`config.mk`:
```
export PLATFORM = sky130hd
export DESIGN_NAME = regfile_port_ctrl_flat
export DESIGN_NICKNAME = d
export VERILOG_FILES = /design/src/rtl/regfile_pkg.sv /design/src/rtl/regfile_port_ctrl_if.sv /design/src/rtl/regfile_wbuf.sv /design/src/rtl/regfile_port_ctrl.sv /design/src/flat_wrapper.sv
export SDC_FILE = /design/constraint.sdc
export NUM_CORES = 1
export LEC_CHECK = 0
export ABC_CLOCK_PERIOD_IN_PS = 5450
export CAP_MARGIN = 10
export CORE_ASPECT_RATIO = 0.6
export CORE_MARGIN = 1.5
export CORE_UTILIZATION = 30
export DETAILED_ROUTE_END_ITERATION = 8
export HOLD_SLACK_MARGIN = 0.12
export PLACE_DENSITY = 0.59
export SYNTH_ARGS = -nofsm -noshare
export SYNTH_HDL_FRONTEND = slang
export SYNTH_SLANG_ARGS = --single-unit
```
`constraint.sdc`:
```
create_clock -name clk -period 5.45 [get_ports clk]
set_input_delay 1.09 -clock clk [delete_from_list [all_inputs] [get_ports clk]]
set_output_delay 1.09 -clock clk [all_outputs]
set_load 0.005 [all_outputs]
```
`src/rtl/regfile_pkg.sv`:
```
// Shared constants and types for the register-file port controller.
package regfile_pkg;

  localparam int unsigned RF_DATA_WIDTH = 32;
  localparam int unsigned RF_ADDR_WIDTH = 8;

  localparam logic [RF_ADDR_WIDTH-1:0] REG_ZERO = '0;

  typedef struct packed {
    logic [RF_ADDR_WIDTH-1:0] addr;
    logic [RF_DATA_WIDTH-1:0] data;
  } wb_entry_t;

endpackage

```
`src/rtl/regfile_port_ctrl_if.sv`:
```
// Client-facing bus of the register-file port controller: operand reads and writebacks.
interface regfile_port_ctrl_if
  import regfile_pkg::*;
#(
  parameter int unsigned DATA_WIDTH = RF_DATA_WIDTH,
  parameter int unsigned ADDR_WIDTH = RF_ADDR_WIDTH
);

  logic                  req_valid;
  logic                  req_ready;
  logic [ADDR_WIDTH-1:0] req_rs1;
  logic [ADDR_WIDTH-1:0] req_rs2;

  logic                  rsp_valid;
  logic                  rsp_ready;
  logic [DATA_WIDTH-1:0] rsp_op1;
  logic [DATA_WIDTH-1:0] rsp_op2;

  logic                  wb0_valid;
  logic [ADDR_WIDTH-1:0] wb0_addr;
  logic [DATA_WIDTH-1:0] wb0_data;
  logic                  wb1_valid;
  logic [ADDR_WIDTH-1:0] wb1_addr;
  logic [DATA_WIDTH-1:0] wb1_data;
  logic                  wb_ready;
  logic                  wb_empty;

  modport master (
    output req_valid, req_rs1, req_rs2, rsp_ready,
    output wb0_valid, wb0_addr, wb0_data, wb1_valid, wb1_addr, wb1_data,
    input  req_ready, rsp_valid, rsp_op1, rsp_op2, wb_ready, wb_empty
  );

  modport slave (
    input  req_valid, req_rs1, req_rs2, rsp_ready,
    input  wb0_valid, wb0_addr, wb0_data, wb1_valid, wb1_addr, wb1_data,
    output req_ready, rsp_valid, rsp_op1, rsp_op2, wb_ready, wb_empty
  );

endinterface

```
`src/rtl/regfile_wbuf.sv`:
```
// Writeback FIFO: two enqueues and one drain per cycle, plus youngest-match lookup ports.
module regfile_wbuf
  import regfile_pkg::*;
#(
  parameter int unsigned DATA_WIDTH = RF_DATA_WIDTH,
  parameter int unsigned ADDR_WIDTH = RF_ADDR_WIDTH,
  parameter int unsigned DEPTH      = 4
) (
  input  logic                       clk,
  input  logic                       rst,
  input  logic                       in0_valid,
  input  logic [ADDR_WIDTH-1:0]      in0_addr,
  input  logic [DATA_WIDTH-1:0]      in0_data,
  input  logic                       in1_valid,
  input  logic [ADDR_WIDTH-1:0]      in1_addr,
  input  logic [DATA_WIDTH-1:0]      in1_data,
  output logic                       ready,
  output logic                       empty,
  output logic                       head_valid,
  output logic [ADDR_WIDTH-1:0]      head_addr,
  output logic [DATA_WIDTH-1:0]      head_data,
  input  logic [1:0][ADDR_WIDTH-1:0] lk_addr,
  output logic [1:0]                 lk_hit,
  output logic [1:0][DATA_WIDTH-1:0] lk_data
);

  localparam int unsigned PW = $clog2(DEPTH);
  localparam int unsigned CW = PW + 1;

  logic [ADDR_WIDTH-1:0] mem_addr [DEPTH];
  logic [DATA_WIDTH-1:0] mem_data [DEPTH];
  logic [PW-1:0]         wr_ptr;
  logic [PW-1:0]         rd_ptr;
  logic [CW-1:0]         count;
  logic                  en0;
  logic                  en1;
  logic                  deq;
  logic [PW-1:0]         idx;

  // Register-0 writes never occupy an entry.
  always_comb begin
    ready = (CW'(DEPTH) - count) >= CW'(2);
    empty = (count == '0);
    deq   = !empty;
    en0   = ready && in0_valid && (in0_addr != ADDR_WIDTH'(REG_ZERO));
    en1   = ready && in1_valid && (in1_addr != ADDR_WIDTH'(REG_ZERO));
  end

  always_ff @(posedge clk) begin
    if (rst) begin
      wr_ptr <= '0;
      rd_ptr <= '0;
      count  <= '0;
    end else begin
      wr_ptr <= wr_ptr + PW'(en0) + PW'(en1);
      rd_ptr <= rd_ptr + PW'(deq);
      count  <= count + CW'(en0) + CW'(en1) - CW'(deq);
    end
  end

  always_ff @(posedge clk) begin
    if (en0) begin
      mem_addr[wr_ptr] <= in0_addr;
      mem_data[wr_ptr] <= in0_data;
    end
    if (en1) begin
      mem_addr[wr_ptr + PW'(en0)] <= in1_addr;
      mem_data[wr_ptr + PW'(en0)] <= in1_data;
    end
  end

  always_comb begin
    head_valid = deq;
    head_addr  = deq ? mem_addr[rd_ptr] : '0;
    head_data  = deq ? mem_data[rd_ptr] : '0;
  end

  // Walk oldest to youngest so the last hit is the youngest write.
  always_comb begin
    lk_hit  = '0;
    lk_data = '0;
    idx     = '0;
    for (int p = 0; p < 2; p++) begin
      for (int i = 0; i < int'(DEPTH); i++) begin
        idx = rd_ptr + PW'(i);
        if ((CW'(i) < count) && (mem_addr[idx] == lk_addr[p])) begin
          lk_hit[p]  = 1'b1;
          lk_data[p] = mem_data[idx];
        end
      end
    end
  end

endmodule

```
`src/rtl/regfile_port_ctrl.sv`:
```
// Initiator-side controller for dual_port_ram: forwarded operand reads and buffered writebacks.
module regfile_port_ctrl
  import regfile_pkg::*;
#(
  parameter int unsigned DATA_WIDTH = RF_DATA_WIDTH,
  parameter int unsigned ADDR_WIDTH = RF_ADDR_WIDTH,
  parameter int unsigned WB_DEPTH   = 4
) (
  input  logic                  clk,
  input  logic                  rst,
  regfile_port_ctrl_if.slave    bus,
  output logic [ADDR_WIDTH-1:0] ram_addr_a,
  output logic [ADDR_WIDTH-1:0] ram_addr_b,
  input  logic [DATA_WIDTH-1:0] ram_data_a,
  input  logic [DATA_WIDTH-1:0] ram_data_b,
  output logic                  ram_we_a,
  output logic [ADDR_WIDTH-1:0] ram_addr_wr_a,
  output logic [DATA_WIDTH-1:0] ram_data_in_a,
  output logic                  ram_we_b,
  output logic [ADDR_WIDTH-1:0] ram_addr_wr_b,
  output logic [DATA_WIDTH-1:0] ram_data_in_b
);

  logic                  s1_valid;
  logic [ADDR_WIDTH-1:0] s1_rs1;
  logic [ADDR_WIDTH-1:0] s1_rs2;
  logic                  out_valid;
  logic [DATA_WIDTH-1:0] out_op1;
  logic [DATA_WIDTH-1:0] out_op2;
  logic                  lc_valid;
  logic [ADDR_WIDTH-1:0] lc_addr;
  logic [DATA_WIDTH-1:0] lc_data;

  logic                       stall;
  logic                       accept;
  logic                       advance;
  logic [DATA_WIDTH-1:0]      op1_res;
  logic [DATA_WIDTH-1:0]      op2_res;
  logic                       head_valid;
  logic [ADDR_WIDTH-1:0]      head_addr;
  logic [DATA_WIDTH-1:0]      head_data;
  logic [1:0][ADDR_WIDTH-1:0] lk_addr;
  logic [1:0]                 lk_hit;
  logic [1:0][DATA_WIDTH-1:0] lk_data;

  function automatic logic [DATA_WIDTH-1:0] resolve(
    input logic [ADDR_WIDTH-1:0] addr,
    input logic                  buf_hit,
    input logic [DATA_WIDTH-1:0] buf_data,
    input logic                  c_valid,
    input logic [ADDR_WIDTH-1:0] c_addr,
    input logic [DATA_WIDTH-1:0] c_data,
    input logic [DATA_WIDTH-1:0] rd_data
  );
    if (addr == ADDR_WIDTH'(REG_ZERO)) return '0;
    if (buf_hit)                       return buf_data;
    if (c_valid && (c_addr == addr))   return c_data;
    return rd_data;
  endfunction

  regfile_wbuf #(
    .DATA_WIDTH (DATA_WIDTH),
    .ADDR_WIDTH (ADDR_WIDTH),
    .DEPTH      (WB_DEPTH)
  ) u_wbuf (
    .clk        (clk),
    .rst        (rst),
    .in0_valid  (bus.wb0_valid),
    .in0_addr   (bus.wb0_addr),
    .in0_data   (bus.wb0_data),
    .in1_valid  (bus.wb1_valid),
    .in1_addr   (bus.wb1_addr),
    .in1_data   (bus.wb1_data),
    .ready      (bus.wb_ready),
    .empty      (bus.wb_empty),
    .head_valid (head_valid),
    .head_addr  (head_addr),
    .head_data  (head_data),
    .lk_addr    (lk_addr),
    .lk_hit     (lk_hit),
    .lk_data    (lk_data)
  );

  assign lk_addr[0] = s1_rs1;
  assign lk_addr[1] = s1_rs2;

  // While S1 is stalled the RAM keeps re-reading S1's addresses, so its data stays current.
  always_comb begin
    stall      = s1_valid && out_valid && !bus.rsp_ready;
    accept     = bus.req_valid && !stall;
    advance    = s1_valid && !stall;
    ram_addr_a = stall ? s1_rs1 : bus.req_rs1;
    ram_addr_b = stall ? s1_rs2 : bus.req_rs2;
    op1_res    = resolve(s1_rs1, lk_hit[0], lk_data[0], lc_valid, lc_addr, lc_data, ram_data_a);
    op2_res    = resolve(s1_rs2, lk_hit[1], lk_data[1], lc_valid, lc_addr, lc_data, ram_data_b);
  end

  always_ff @(posedge clk) begin
    if (rst) begin
      s1_valid <= 1'b0;
      s1_rs1   <= '0;
      s1_rs2   <= '0;
    end else if (accept) begin
      s1_valid <= 1'b1;
      s1_rs1   <= bus.req_rs1;
      s1_rs2   <= bus.req_rs2;
    end else if (advance) begin
      s1_valid <= 1'b0;
    end
  end

  always_ff @(posedge clk) begin
    if (rst) begin
      out_valid <= 1'b0;
      out_op1   <= '0;
      out_op2   <= '0;
    end else if (!out_valid || bus.rsp_ready) begin
      out_valid <= s1_valid;
      if (s1_valid) begin
        out_op1 <= op1_res;
        out_op2 <= op2_res;
      end
    end
  end

  // Write presented to the RAM last cycle; the RAM read port has not seen it yet.
  always_ff @(posedge clk) begin
    if (rst) begin
      lc_valid <= 1'b0;
      lc_addr  <= '0;
      lc_data  <= '0;
    end else begin
      lc_valid <= head_valid;
      lc_addr  <= head_addr;
      lc_data  <= head_data;
    end
  end

  assign bus.req_ready = !stall;
  assign bus.rsp_valid = out_valid;
  assign bus.rsp_op1   = out_op1;
  assign bus.rsp_op2   = out_op2;

  assign ram_we_a      = head_valid;
  assign ram_addr_wr_a = head_addr;
  assign ram_data_in_a = head_data;
  assign ram_we_b      = 1'b0;
  assign ram_addr_wr_b = '0;
  assign ram_data_in_b = '0;

endmodule

```
`src/flat_wrapper.sv`:
```
// flat-port wrapper written by rule: the top's interface ports become plain ports
module regfile_port_ctrl_flat import regfile_pkg::*;
#(
  parameter int unsigned DATA_WIDTH = RF_DATA_WIDTH,
  parameter int unsigned ADDR_WIDTH = RF_ADDR_WIDTH,
  parameter int unsigned WB_DEPTH   = 4
)
  (clk, rst, ram_addr_a, ram_addr_b, ram_data_a, ram_data_b, ram_we_a, ram_addr_wr_a, ram_data_in_a, ram_we_b, ram_addr_wr_b, ram_data_in_b, bus_req_valid, bus_req_rs1, bus_req_rs2, bus_rsp_ready, bus_wb0_valid, bus_wb0_addr, bus_wb0_data, bus_wb1_valid, bus_wb1_addr, bus_wb1_data, bus_req_ready, bus_rsp_valid, bus_rsp_op1, bus_rsp_op2, bus_wb_ready, bus_wb_empty);
  regfile_port_ctrl_if #(.DATA_WIDTH(DATA_WIDTH), .ADDR_WIDTH(ADDR_WIDTH)) bus_i ();
  input  logic clk;
  input  logic rst;
  output logic [ADDR_WIDTH-1:0] ram_addr_a;
  output logic [ADDR_WIDTH-1:0] ram_addr_b;
  input  logic [DATA_WIDTH-1:0] ram_data_a;
  input  logic [DATA_WIDTH-1:0] ram_data_b;
  output logic ram_we_a;
  output logic [ADDR_WIDTH-1:0] ram_addr_wr_a;
  output logic [DATA_WIDTH-1:0] ram_data_in_a;
  output logic ram_we_b;
  output logic [ADDR_WIDTH-1:0] ram_addr_wr_b;
  output logic [DATA_WIDTH-1:0] ram_data_in_b;
  input wire logic [$bits(bus_i.req_valid)-1:0] bus_req_valid;
  input wire logic [$bits(bus_i.req_rs1)-1:0] bus_req_rs1;
  input wire logic [$bits(bus_i.req_rs2)-1:0] bus_req_rs2;
  input wire logic [$bits(bus_i.rsp_ready)-1:0] bus_rsp_ready;
  input wire logic [$bits(bus_i.wb0_valid)-1:0] bus_wb0_valid;
  input wire logic [$bits(bus_i.wb0_addr)-1:0] bus_wb0_addr;
  input wire logic [$bits(bus_i.wb0_data)-1:0] bus_wb0_data;
  input wire logic [$bits(bus_i.wb1_valid)-1:0] bus_wb1_valid;
  input wire logic [$bits(bus_i.wb1_addr)-1:0] bus_wb1_addr;
  input wire logic [$bits(bus_i.wb1_data)-1:0] bus_wb1_data;
  output wire logic [$bits(bus_i.req_ready)-1:0] bus_req_ready;
  output wire logic [$bits(bus_i.rsp_valid)-1:0] bus_rsp_valid;
  output wire logic [$bits(bus_i.rsp_op1)-1:0] bus_rsp_op1;
  output wire logic [$bits(bus_i.rsp_op2)-1:0] bus_rsp_op2;
  output wire logic [$bits(bus_i.wb_ready)-1:0] bus_wb_ready;
  output wire logic [$bits(bus_i.wb_empty)-1:0] bus_wb_empty;
  assign bus_i.req_valid = bus_req_valid;
  assign bus_i.req_rs1 = bus_req_rs1;
  assign bus_i.req_rs2 = bus_req_rs2;
  assign bus_i.rsp_ready = bus_rsp_ready;
  assign bus_i.wb0_valid = bus_wb0_valid;
  assign bus_i.wb0_addr = bus_wb0_addr;
  assign bus_i.wb0_data = bus_wb0_data;
  assign bus_i.wb1_valid = bus_wb1_valid;
  assign bus_i.wb1_addr = bus_wb1_addr;
  assign bus_i.wb1_data = bus_wb1_data;
  assign bus_req_ready = bus_i.req_ready;
  assign bus_rsp_valid = bus_i.rsp_valid;
  assign bus_rsp_op1 = bus_i.rsp_op1;
  assign bus_rsp_op2 = bus_i.rsp_op2;
  assign bus_wb_ready = bus_i.wb_ready;
  assign bus_wb_empty = bus_i.wb_empty;
  regfile_port_ctrl #(.DATA_WIDTH(DATA_WIDTH), .ADDR_WIDTH(ADDR_WIDTH), .WB_DEPTH(WB_DEPTH)) u_core (.clk(clk), .rst(rst), .bus(bus_i), .ram_addr_a(ram_addr_a), .ram_addr_b(ram_addr_b), .ram_data_a(ram_data_a), .ram_data_b(ram_data_b), .ram_we_a(ram_we_a), .ram_addr_wr_a(ram_addr_wr_a), .ram_data_in_a(ram_data_in_a), .ram_we_b(ram_we_b), .ram_addr_wr_b(ram_addr_wr_b), .ram_data_in_b(ram_data_in_b));
endmodule
```
# Yosys cells after proc, flatten, opt, wreduce, memory -nomap -nowiden
# Memories as Yosys holds them, arrays and structs flattened. A register that Yosys moved wholly into a read port is not among the register bits.
# Index checks and enable logic that the tools add are counted.
dict set report totals {
  mem_count 2
  input_bits 166
  out_inout_bits 166
  regBits 130
  ramBits 160
}
dict set report classes {
  addsub 10
  order_cmp 5
  reduce_logical 30
  mux 52
  n_eq_ne 10
}
# memory depth width read_ports rd_ports_with_merged_regs write_ports line_no
set memory_table {}
lappend memory_table {u_core.u_wbuf.mem_data 4 32 4 1 2 regfile_wbuf.sv:31} ;# logic [DATA_WIDTH-1:0] mem_data [DEPTH];
lappend memory_table {u_core.u_wbuf.mem_addr 4 8 4 1 2 regfile_wbuf.sv:30} ;# logic [ADDR_WIDTH-1:0] mem_addr [DEPTH];
# op n
set ops {}
lappend ops {{2-to-1 mux 32 bit} 21}
lappend ops {{== test 8 bit} 10}
lappend ops {{2-to-1 mux 1 bit} 26}
lappend ops {{2-to-1 mux 8 bit} 3}
lappend ops {{logical AND 1 bit} 18}
lappend ops {{zero test 8 bit} 2}
lappend ops {{nonzero test 8 bit} 2}
lappend ops {{adder 2 x 1 -> 2 bit} 3}
lappend ops {{adder 3 x 1 -> 3 bit} 2}
lappend ops {{less-than comparator 1 x 3 -> 1 bit, first input constant} 2}
lappend ops {{less-than comparator 2 x 3 -> 1 bit, first input constant} 2}
lappend ops {{adder 2 bit, second input constant} 2}
lappend ops {{zero test 1 bit} 4}
lappend ops {{2-to-1 mux 2 bit} 2}
lappend ops {{greater-or-equal comparator 3 x 2 -> 1 bit, second input constant} 1}
lappend ops {{zero test 3 bit} 1}
lappend ops {{subtractor 3 x 1 -> 3 bit} 1}
lappend ops {{subtractor 3 bit, first input constant} 1}
lappend ops {{adder 2 x 1 -> 2 bit, second input constant} 1}
lappend ops {{AND reduction 2 bit} 1}
lappend ops {{nonzero test 2 bit} 1}
lappend ops {{logical OR 1 bit} 1}

# Logic depth before layout (Yosys ltp)
# Gate-level depths: netlist of run 1.
# An unclocked memory read counts as a cell.
dict set report logic_depth {
  ltp_word 14
  mapped_depth 14
}

# By module
# From an unflattened synthesis of run 1, not the netlist that was laid out.
dict set report hier_totals {
  hier_cells 2617
  area_unflattened_um2 23099.7
}
# module n_inst area_each_um2 seq_area_each_um2 cells_per_inst
set modules_own_cells {}
lappend modules_own_cells {regfile_wbuf 1 15793.9 4944.7 1753}
lappend modules_own_cells {regfile_port_ctrl 1 7305.8 2462.4 864}

# Worst setup path after synthesis of run 1
# Ideal clock, no wire load.
dict set report synth_path {
  kind {in2reg}
  start {input port bus_wb0_addr[2]}
  end {memory u_core.u_wbuf.mem_addr[2][0] in the netlist's numbering, enable pin}
  t_arrival_ns 3.971
  path_stages 9
  slack_ns 1.033
  path_cell_list {nor4_1 > nand2_1 > nand3_1 > inv_1 > ha_1 > xor2_1 > nor3b_1 > clkbuf_1 > o21bai_1}
}
# element line_no
set synth_rtl {}
lappend synth_rtl {{start, declared} flat_wrapper.sv:27} ;# input wire logic [$bits(bus_i.wb0_addr)-1:0] bus_wb0_addr;
lappend synth_rtl {{end, declared} regfile_wbuf.sv:30}

==> run_results.csv, run 1 <==
group,metric,value,unit
yosys,yosys-top-cells-count,"mux2_2 (274), mux2i_1 (241), nand2_1 (183)",
power_and_ir_drop,power.net_switching,5.48,mW
critical_path,end_kind,"primary output",
yosys,synthTopCellsByArea,"edfxtp_1 (25%), mux2_2 (16%), dfxtp_1 (13%)",
route,viasPerCell,5.44,
clock_network,cts_hold_buf,0,
clock_network,clkSlewWorstSetupHoldPaths,0.06,ns
critical_path,cp_max_fo,63,
run,drv_cap,0,
timing,hold_viol,0,
floorplan,core_area,0.0643,mm2
route,vias,16045,
route,postRouteAntennaNets,0,
hold_path,min_path_cells,2,
layout,fillers,6315,
floorplan,ios,332,
timing,setup_tns,0,ns
clock_network,worstSkewPairLatency,0.57,ns
clock_network,cts_sinks,290,
critical_path,crit_required,4.36,ns
layout,finalNetCount,2251,
yosys,ys_ff_latch,290,
yosys,ys_async_sr_fraction,0,
critical_path,worstPathArrival,3.57,ns
placed_design,hpwl,49.4,mm
layout,post-route-util,0.376,
floorplan,start_util,0.303,
floorplan,die_x,332,um
status,run_status,"complete, no violations",
route,drt-initial-drc-count,1594,
power_and_ir_drop,p_int,7.41,mW
timing,period_needed,4.66,ns
yosys,yosysMostFrequentCell,"mux2_2",
yosys,yosys.area.top_type,"edfxtp_1",
yosys,synth_ff_type,"edfxtp_1",
hold_path,min_from,"u_core.bus.rsp_op1[22]$_SDFFE_PP0P_",
power_and_ir_drop,ir_worst_vdd,0.000271,V
yosys,ys_warn_count,0,
clock_network,cts_tree,"yes",
placed_design,gp_congestion,0.881,
critical_path,crit_path_start_kind,"register",
timing,tightest_slew,1.17,ns
critical_path,r2r_cells,11,
critical_path,regToRegSetupSlack,0.99,ns
clock_network,cts_setup_buffers,0,
floorplan,die_h,200,um
timing,rsz0062_at_grt,"false",
timing,slew-limit-headroom,0.220,
floorplan,rows,72,
clock_network,clk_root_buffer_cell,"clkbuf_16",
critical_path,r2r-start,"u_core.u_wbuf.rd_ptr[1]$_SDFF_PP0_",
yosys,synth_edf_count,160,
layout,drive_gt1_frac,0.221,
yosys,syn_inst,1866,
global_routing,grt_pass1_wl,105,mm
yosys,avgSynthCellArea,10.4,um2
route,wl_per_cell,24.4,um
yosys,yosysSeqAreaShare,0.380,
clock_network,cts_resized,0,
timing,setup_violations,0,
power_and_ir_drop,p_seq_frac,0.284,
yosys,syn_area,0.0195,mm2
timing,final.period_utilization,0.854,
yosys,synth_cell_types,57,
timing,skew,0.0281,ns
global_routing,track_usage,0.211,
global_routing,grt_max_degree,89,
hold_path,hold_class,"reg -> reg",
clock_network,cts_max_level,2,
route,drc_errors,0,
layout,area_growth,24.1,%
timing,fmax,0.215,GHz
power_and_ir_drop,clkPwrFrac,0.182,
critical_path,path_class,"reg -> out",
route,drt-total-wl,72.0,mm
placed_design,port_buffers,290,
global_routing,antenna_found_initial,9,
timing,finalMaxSlewViolations,0,
power_and_ir_drop,share_comb_of_total_power,0.534,
global_routing,grt_pass1_vias,15986,
floorplan,die_area,0.0666,mm2
power_and_ir_drop,swShare,0.425,
global_routing,overflow,0,
clock_network,clock_path_buffers,3,
power_and_ir_drop,p_per_area,533,mW/mm2
critical_path,timing.rr.end,"u_core.bus.rsp_op1[11]$_SDFFE_PP0P_",
hold_path,whs_endpoint,"u_core.bus.rsp_op1[22]$_SDFFE_PP0P_",
power_and_ir_drop,p_leak,8.78,nW
clock_network,cts_buffers,34,
route,drt_pre_antenna_iters,6,
yosys,yosys.area.top_type_share,0.246,
[routing by layer]
layer / wire (um) / vias to the layer above / GRT usage
li1: - / 7230 / -
met1: 33400 / 7964 / 0.301
met2: 30700 / 734 / 0.317
met3: 6310 / 107 / 0.0534
met4: 1490 / 10 / 0.0521
met5: 64 / - / 0
[sequential cells by signal, indices dropped and copies added, names as in the netlist]
signal	flops
u_core.u_wbuf.mem_data	128
u_core.u_wbuf.rd_ptr	2
u_core.bus.rsp_op1	32
u_core.s1_valid	1
u_core.bus.rsp_op2	32
u_core.u_wbuf.count	3
u_core.u_wbuf.mem_addr	32
u_core.lc_addr	8
u_core.lc_data	32
u_core.s1_rs2	8
u_core.bus.rsp_valid	1
u_core.lc_valid	1
u_core.s1_rs1	8
u_core.u_wbuf.wr_ptr	2
[how the worst max path moves through the flow]
| stage | cells after the start | to | slack (ns) | from |
|---|---|---|---|---|
| 2_1_floorplan | 9 | u_core.u_wbuf.mem_addr[2][0]$_DFFE_PP_ | 1.03 | bus_wb0_addr[2] |
| 4_1_cts | 5 | ram_data_in_a[0] | 0.78 | u_core.u_wbuf.rd_ptr[0]$_SDFF_PP0_ |
| 3_3_place_gp | 10 | u_core.u_wbuf.mem_addr[2][6]$_DFFE_PP_ | 0.76 | bus_wb0_addr[7] |
| 5_1_grt | 5 | ram_data_in_a[0] | 0.60 | u_core.u_wbuf.rd_ptr[0]$_SDFF_PP0_ |
| 6_report | 5 | ram_data_in_a[0] | 0.79 | u_core.u_wbuf.rd_ptr[0]$_SDFF_PP0_ |
| 3_5_place_dp | 10 | u_core.u_wbuf.mem_addr[2][6]$_DFFE_PP_ | 0.81 | bus_wb0_addr[7] |
[logic make-up (layout without fill, tap and decap cells)]
kind of cell,after synthesis,in the layout,share of synthesized area
mux,541,541,0.311
simple gates,438,438,0.0970
compound gates,293,293,0.112
flops,290,290,0.380
buf+inv,212,405,0.0567
xor+xnor,80,80,0.0359
fa+ha+maj,11,11,0.00783
other cells,1,43,0.000192
[cell usage in the layout, fill, tap and decap left out, drive strengths merged, types with 6 or more instances in the layout]
cell and n:
a21oi 86, a22oi 32, and2 16, buf 42
clkbuf 48, clkdlybuf4s50 290, clkinv 6, conb 41
dfxtp 130, edfxtp 160, ha 9, inv 15
mux2 275, mux2i 242, mux4 24, nand2 183
nand2b 8, nand3 9, nand4 6, nor2 173
nor3 6, nor4 15, o21ai 71, o221ai 61
o41ai 28, xnor2 42, xor2 38
[power by group through the flow]
| stage | Clock (mW) | Combinational [mW] | Sequential (mW) |
|---|---|---|---|
| after floorplan | 0 | 4.53 | 3.43 |
| after global placement | 0 | 6.62 | 3.66 |
| after detailed placement | 0 | 6.78 | 3.70 |
| after CTS | 2.38 | 6.82 | 3.66 |
| after global routing | 2.46 | 7.39 | 3.75 |
| final | 2.34 | 6.88 | 3.67 |
[per-stage QoR]
step	area, um2	instances	hold slack [ns]	power, mW	worst slack (ns)
finish	24200	2952	0.447	12.9	0.793
global route	24200	2950	0.485	13.6	0.601
CTS	24200	2950	0.453	12.9	0.780
detailed placement	23100	2889	0.444	10.5	0.812
global placement	23100	2889	0.440	10.3	0.763
floorplan	19600	1906	0.443	7.96	1.03
[cell type report]
cell class | count | area (um2) | area share
Clock inverter | 13 | 146 | 0.00605
Tap cell | 851 | 1060 | 0.0440
Multi-Input combinational cell | 1404 | 11300 | 0.466
Timing Repair Buffer | 332 | 3290 | 0.136
Inverter | 12 | 50.0 | 0.00207
Sequential cell | 290 | 7410 | 0.307
Antenna cell | 2 | 5.00 | 0.000207
Clock buffer | 48 | 948 | 0.0392
[critical path, stage by stage, from the launching register on]
cell and delay, ns:
dfxtp_4 0.87, buf_4 0.56, buf_4 0.47, o21ai_0 0.29, nor2_1 0.17, clkdlybuf4s50_1 0.55
Note: power is estimated with default switching activity, not from simulation.
==> run 2: changes to the inputs <==
--- a/config.mk
+++ b/config.mk
@@ -13,6 +13,7 @@
 export DETAILED_ROUTE_END_ITERATION = 8
 export HOLD_SLACK_MARGIN = 0.12
 export PLACE_DENSITY = 0.59
+export SLEW_MARGIN = 40
 export SYNTH_ARGS = -nofsm -noshare
 export SYNTH_HDL_FRONTEND = slang
 export SYNTH_SLANG_ARGS = --single-unit
==> run_results.csv, run 2 (same netlist as run 1, synthesis figures left out) <==
group,metric,value,unit
critical_path,critPathBufInv,4,
route,drt-initial-drc-count,1530,
route,wl_per_cell,24.3,um
global_routing,track_usage,0.209,
floorplan,die_x,332,um
placed_design,hpwl,49.8,mm
power_and_ir_drop,power,12.8,mW
timing,finalMaxSlewViolations,0,
floorplan,die_area,0.0666,mm2
timing,rsz0062_at_grt,"false",
status,run_status,"complete, no violations",
floorplan,core_area,0.0643,mm2
timing,setup_violations,0,
clock_network,clk_root_buffer_cell,"clkbuf_16",
floorplan,rows,72,
critical_path,end_kind,"primary output",
critical_path,critPathTopFamily,"buffers and inverters",
clock_network,cts_hold_buf,0,
global_routing,grt_pass1_vias,16070,
route,postRouteAntennaNets,0,
route,drc_errors,0,
timing,hold_viol,0,
route,drt-total-wl,71.9,mm
critical_path,crit_required,4.36,ns
global_routing,antenna_found_initial,7,
layout,regMostFlops,"u_core.u_wbuf.mem_data",
placed_design,port_buffers,290,
timing,skew,0.0150,ns
placed_design,gp_congestion,0.881,
clock_network,cts_sinks,290,
timing,slew-limit-headroom,0.433,
critical_path,critPathMaxStageDelay,0.59,ns
floorplan,ios,332,
power_and_ir_drop,ir_worst_vdd,0.000241,V
critical_path,crit_path_start_kind,"register",
clock_network,cts_max_level,2,
hold_path,min_from,"u_core.bus.rsp_op1[22]$_SDFFE_PP0P_",
timing,final.period_utilization,0.823,
timing,setup_tns,0,ns
critical_path,path_class,"reg -> out",
power_and_ir_drop,p_per_area,529,mW/mm2
floorplan,start_util,0.303,
layout,layout_common_cells,"clkdlybuf4s50_1 (290), mux2_2 (274), mux2i_1 (241)",
layout,drive_gt1_frac,0.223,
route,drt_pre_antenna_iters,5,
global_routing,overflow,0,
timing,tightest_slew,0.849,ns
clock_network,cts_resized,0,
clock_network,cts_tree,"yes",
layout,final_common_cell,"clkdlybuf4s50_1",
critical_path,cp_max_fo,70,
power_and_ir_drop,p_leak,8.81,nW
clock_network,cts_setup_buffers,0,
global_routing,grt_pass1_wl,105,mm
route,vias,16016,
critical_path,cp_cell_sequence,"buf_12 > inv_6 > buf_12 > mux2i_1 > nor2_1 > clkdlybuf4s50_1",
global_routing,grt_max_degree,89,
clock_network,cts_buffers,34,
critical_path,worstPathArrival,3.39,ns
clock_network,clkSlewWorstSetupHoldPaths,0.07,ns
timing,period_needed,4.48,ns
critical_path,critPathMostFrequentCell,"buf_12",
route,viasPerCell,5.41,
timing,fmax,0.223,GHz
hold_path,hold_class,"reg -> reg",
critical_path,slowest_stage,"mux2i_1",
clock_network,clock_path_buffers,3,
clock_network,worstSkewPairLatency,0.55,ns
critical_path,cp-startpoint,"u_core.u_wbuf.rd_ptr[0]$_SDFF_PP0_",
layout,largest_reg_flops,128,
layout,finalNetCount,2256,
floorplan,die_h,200,um
critical_path,r2r-start,"u_core.u_wbuf.rd_ptr[1]$_SDFF_PP0_",
run,drv_cap,0,
layout,area_growth,24.4,%
[run 2: cell types whose count changed in the layout (fill, tap and decap cells not counted), sizes merged]
| cell | change |
|---|---|
| clkbuf | -3 |
| buf | +5 |
| inv | -2 |
| bufinv | -2 |
| diode | +2 |
| clkinv | +8 |
[run 2: through the flow]
step | instance area (um2) | util | setup slack [ns] | cells | hold slack (ns)
floorplan | 19600 | - | 1.03 | 1906 | 0.443
global route | 24200 | 0.377 | 0.790 | 2956 | 0.486
finish | 24200 | 0.377 | 0.966 | 2960 | 0.451
global placement | 23100 | 0.359 | 0.763 | 2889 | 0.440
detailed placement | 23200 | 0.360 | 0.864 | 2893 | 0.444
CTS | 24200 | 0.376 | 0.804 | 2955 | 0.454
[run 2: layer usage]
layer	GRT usage	wire (um)	up-vias
li1	-	-	7246
met2	0.315	30900	755
met3	0.0507	6750	120
met1	0.299	32800	7891
met4	0.0510	1420	4
met5	0	27	-
[run 2: final timing paths]
check / slack [ns] / to / cells past startpoint
worst min register to register: 0.45 / u_core.bus.rsp_op1[22]$_SDFFE_PP0P_ / 2
worst max register to register: 1.03 / u_core.bus.rsp_op1[5]$_SDFFE_PP0P_ / 11
worst min-delay path: 0.45 / u_core.bus.rsp_op1[22]$_SDFFE_PP0P_ / 2
worst max-delay path: 0.97 / ram_data_in_a[18] / 6
[run 2: report_power, final]
part | switching, mW | internal [mW]
registers | 0.469 | 3.15
logic | 4.02 | 2.92
clock network | 0.973 | 1.28
[run 2: area by class of cell]
class | instances | area (um2)
Timing Repair Buffer | 337 | 3380
Fill cell | 6313 | 40100
Clock inverter | 17 | 105
Tap cell | 851 | 1060
Sequential cell | 290 | 7410
Antenna cell | 4 | 10.0
Clock buffer | 45 | 956
Multi-Input combinational cell | 1404 | 11300
Inverter | 12 | 50.0
[run 2: worst register-to-register path, stage by stage (launching register included)]
cell and delay [ns]:
dfxtp_4 0.71, buf_4 0.36, mux2i_1 0.37, nor4b_1 0.55, o31ai_4 0.10, or4_2 0.61
buf_4 0.34, nand2_1 0.22, or3b_2 0.15, buf_4 0.50, o221ai_1 0.20, o21ai_0 0.23
==> run 3: changes to the inputs <==
--- a/config.mk
+++ b/config.mk
@@ -5,14 +5,14 @@
 export SDC_FILE = /design/constraint.sdc
 export NUM_CORES = 1
 export LEC_CHECK = 0
-export ABC_CLOCK_PERIOD_IN_PS = 5450
+export ABC_CLOCK_PERIOD_IN_PS = 3590
 export CAP_MARGIN = 10
 export CORE_ASPECT_RATIO = 0.6
 export CORE_MARGIN = 1.5
 export CORE_UTILIZATION = 30
 export DETAILED_ROUTE_END_ITERATION = 8
 export HOLD_SLACK_MARGIN = 0.12
-export PLACE_DENSITY = 0.59
+export PLACE_DENSITY = 0.61
 export SLEW_MARGIN = 40
 export SYNTH_ARGS = -nofsm -noshare
 export SYNTH_HDL_FRONTEND = slang
==> constraint.sdc (replaced) <==
create_clock -name clk -period 3.59 [get_ports clk]
set_input_delay 0.718 -clock clk [delete_from_list [all_inputs] [get_ports clk]]
set_output_delay 0.718 -clock clk [all_outputs]
set_load 0.005 [all_outputs]
==> run_results.csv, run 3 (same netlist as run 1, synthesis figures left out) <==
group,metric,value,unit
timing,holdWs,0.450,ns
timing,slew-limit-headroom,0.541,
clock_network,clkSlewWorstSetupHoldPaths,0.06,ns
critical_path,crit_path_start_kind,"register",
timing,skew,0.0288,ns
timing,finalMaxSlewViolations,0,
critical_path,end_kind,"primary output",
placed_design,dp_cells,2954,
global_routing,grt_max_degree,65,
layout,layout_common_cells,"clkdlybuf4s50_1 (289), mux2_2 (274), mux2i_1 (232)",
timing,setup_tns,0,ns
power_and_ir_drop,ir_worst_vdd,0.000454,V
route,postRouteAntennaNets,0,
floorplan,ios,332,
critical_path,r2r-start,"u_core.u_wbuf.rd_ptr[1]$_SDFF_PP0_",
floorplan,start_util,0.303,
clock_network,cts_sinks,290,
floorplan,core_area,0.0643,mm2
clock_network,cts_tree,"yes",
critical_path,r2r_cells,9,
placed_design,port_buffers,290,
timing,hold_viol,0,
critical_path,crit_required,2.87,ns
critical_path,timing.rr.end,"u_core.bus.rsp_op1[1]$_SDFFE_PP0P_",
global_routing,overflow,0,
power_and_ir_drop,p_leak,9.18,nW
clock_network,cts_hold_buf,0,
run,drv_cap,0,
critical_path,regToRegSetupSlack,0.12,ns
timing,tightest_slew,0.688,ns
floorplan,die_h,200,um
placed_design,hpwl,51.5,mm
clock_network,cts_max_level,2,
floorplan,rows,72,
timing,fmax,0.286,GHz
timing,fin_ws,0.0918,ns
clock_network,worstSkewPairLatency,0.56,ns
layout,regMostFlops,"u_core.u_wbuf.mem_data",
hold_path,min_from,"u_core.bus.rsp_op1[20]$_SDFFE_PP0P_",
critical_path,worstPathArrival,2.78,ns
layout,layoutNonFillerInstCount,3024,
layout,final_common_cell,"clkdlybuf4s50_1",
critical_path,path_class,"reg -> out",
layout,largest_reg_flops,128,
timing,period_needed,3.50,ns
route,drc_errors,0,
placed_design,dpl_worst_slack,-0.100,ns
timing,final.period_utilization,0.974,
route,viasPerCell,5.41,
status,run_status,"complete, no violations",
clock_network,clock_path_buffers,3,
route,vias,16372,
layout,finalNetCount,2321,
hold_path,whs_endpoint,"u_core.bus.rsp_op1[20]$_SDFFE_PP0P_",
critical_path,cp_max_fo,35,
global_routing,antenna_found_initial,10,
global_routing,grt_pass1_vias,16339,
placed_design,gp_congestion,0.865,
global_routing,grt_pass1_wl,107,mm
hold_path,min_path_cells,2,
clock_network,clk_root_buffer_cell,"clkbuf_16",
floorplan,die_area,0.0666,mm2
floorplan,die_x,332,um
route,drt_pre_antenna_iters,6,
layout,area_growth,28.3,%
route,wl_per_cell,24.3,um
power_and_ir_drop,p_per_area,809,mW/mm2
power_and_ir_drop,power,20.3,mW
clock_network,cts_buffers,34,
route,drt-total-wl,73.5,mm
route,drt-initial-drc-count,1491,
timing,setup_violations,0,
hold_path,hold_class,"reg -> reg",
global_routing,track_usage,0.214,
layout,drive_gt1_frac,0.250,
## run 3: changes by cell type in the layout (fill, tap and decap cells not counted), moves of 4 or more
cell and delta:
buf_12 +22, buf_4 +40, mux2i_2 +9, clkinv_1 +4
mux2i_1 -9
## run 3: worst max-delay path, cell delays in order, from the launching register on
cell             delay, ns
dfxtp_4               0.45
buf_12                0.21
buf_12                0.25
mux2_2                0.40
mux2i_2               0.30
nor2_1                0.12
clkdlybuf4s50_1       0.48
## run 3: metal layers
layer  global-route usage  share of wire
met4               0.0588          0.024
met5                    0        0.00078
met3               0.0620           0.10
met1                0.304           0.45
met2                0.313           0.42
## run 3: report_power, final
| part | internal (mW) | switching, mW |
|---|---|---|
| registers | 4.78 | 0.662 |
| clock network | 1.80 | 1.47 |
| logic | 5.13 | 6.42 |
| total | 11.7 | 8.55 |
## run 3: through the flow
stage,instance area [um2],utilization
2_1_floorplan,19700,-
3_3_place_gp,23900,0.371
3_5_place_dp,23900,0.371
4_1_cts,25000,0.388
5_1_grt,25000,0.389
6_report,25000,0.389
## run 3: how the worst max path moves through the flow
stage,from,endpoint,cells after the start
after floorplan,u_core.u_wbuf.count[0]$_SDFF_PP0_,u_core.u_wbuf.mem_addr[1][0]$_DFFE_PP_,12
after global placement,bus_wb0_addr[3],u_core.u_wbuf.mem_data[1][3]$_DFFE_PP_,13
after detailed placement,bus_wb0_addr[6],u_core.u_wbuf.mem_data[1][2]$_DFFE_PP_,13
after CTS,u_core.u_wbuf.rd_ptr[0]$_SDFF_PP0_,ram_data_in_a[30],6
after global routing,u_core.u_wbuf.count[1]$_SDFF_PP0_,ram_data_in_a[5],6
final,u_core.u_wbuf.rd_ptr[1]$_SDFF_PP0_,ram_data_in_a[21],6
## run 3: what timing repair did
action                                  in CTS  in global routing
gates cloned                                 0                  0
hold endpoints to repair                     0                  0
endpoints found under the setup margin      25                136
pin swaps                                    0                  0
gates resized for setup                     18                  6
buffers inserted                             1                  4
## run 3: final cells by class
type / count / area (um2)
repair buffers: 402 / 4160
flip-flops and latches: 290 / 7410
fillers: 6192 / 39300
diodes: 4 / 10.0
multi-input cells: 1404 / 11300
well taps: 851 / 1060
clock inverters: 20 / 90.1
inverters: 12 / 50.0
clock buffers: 41 / 908
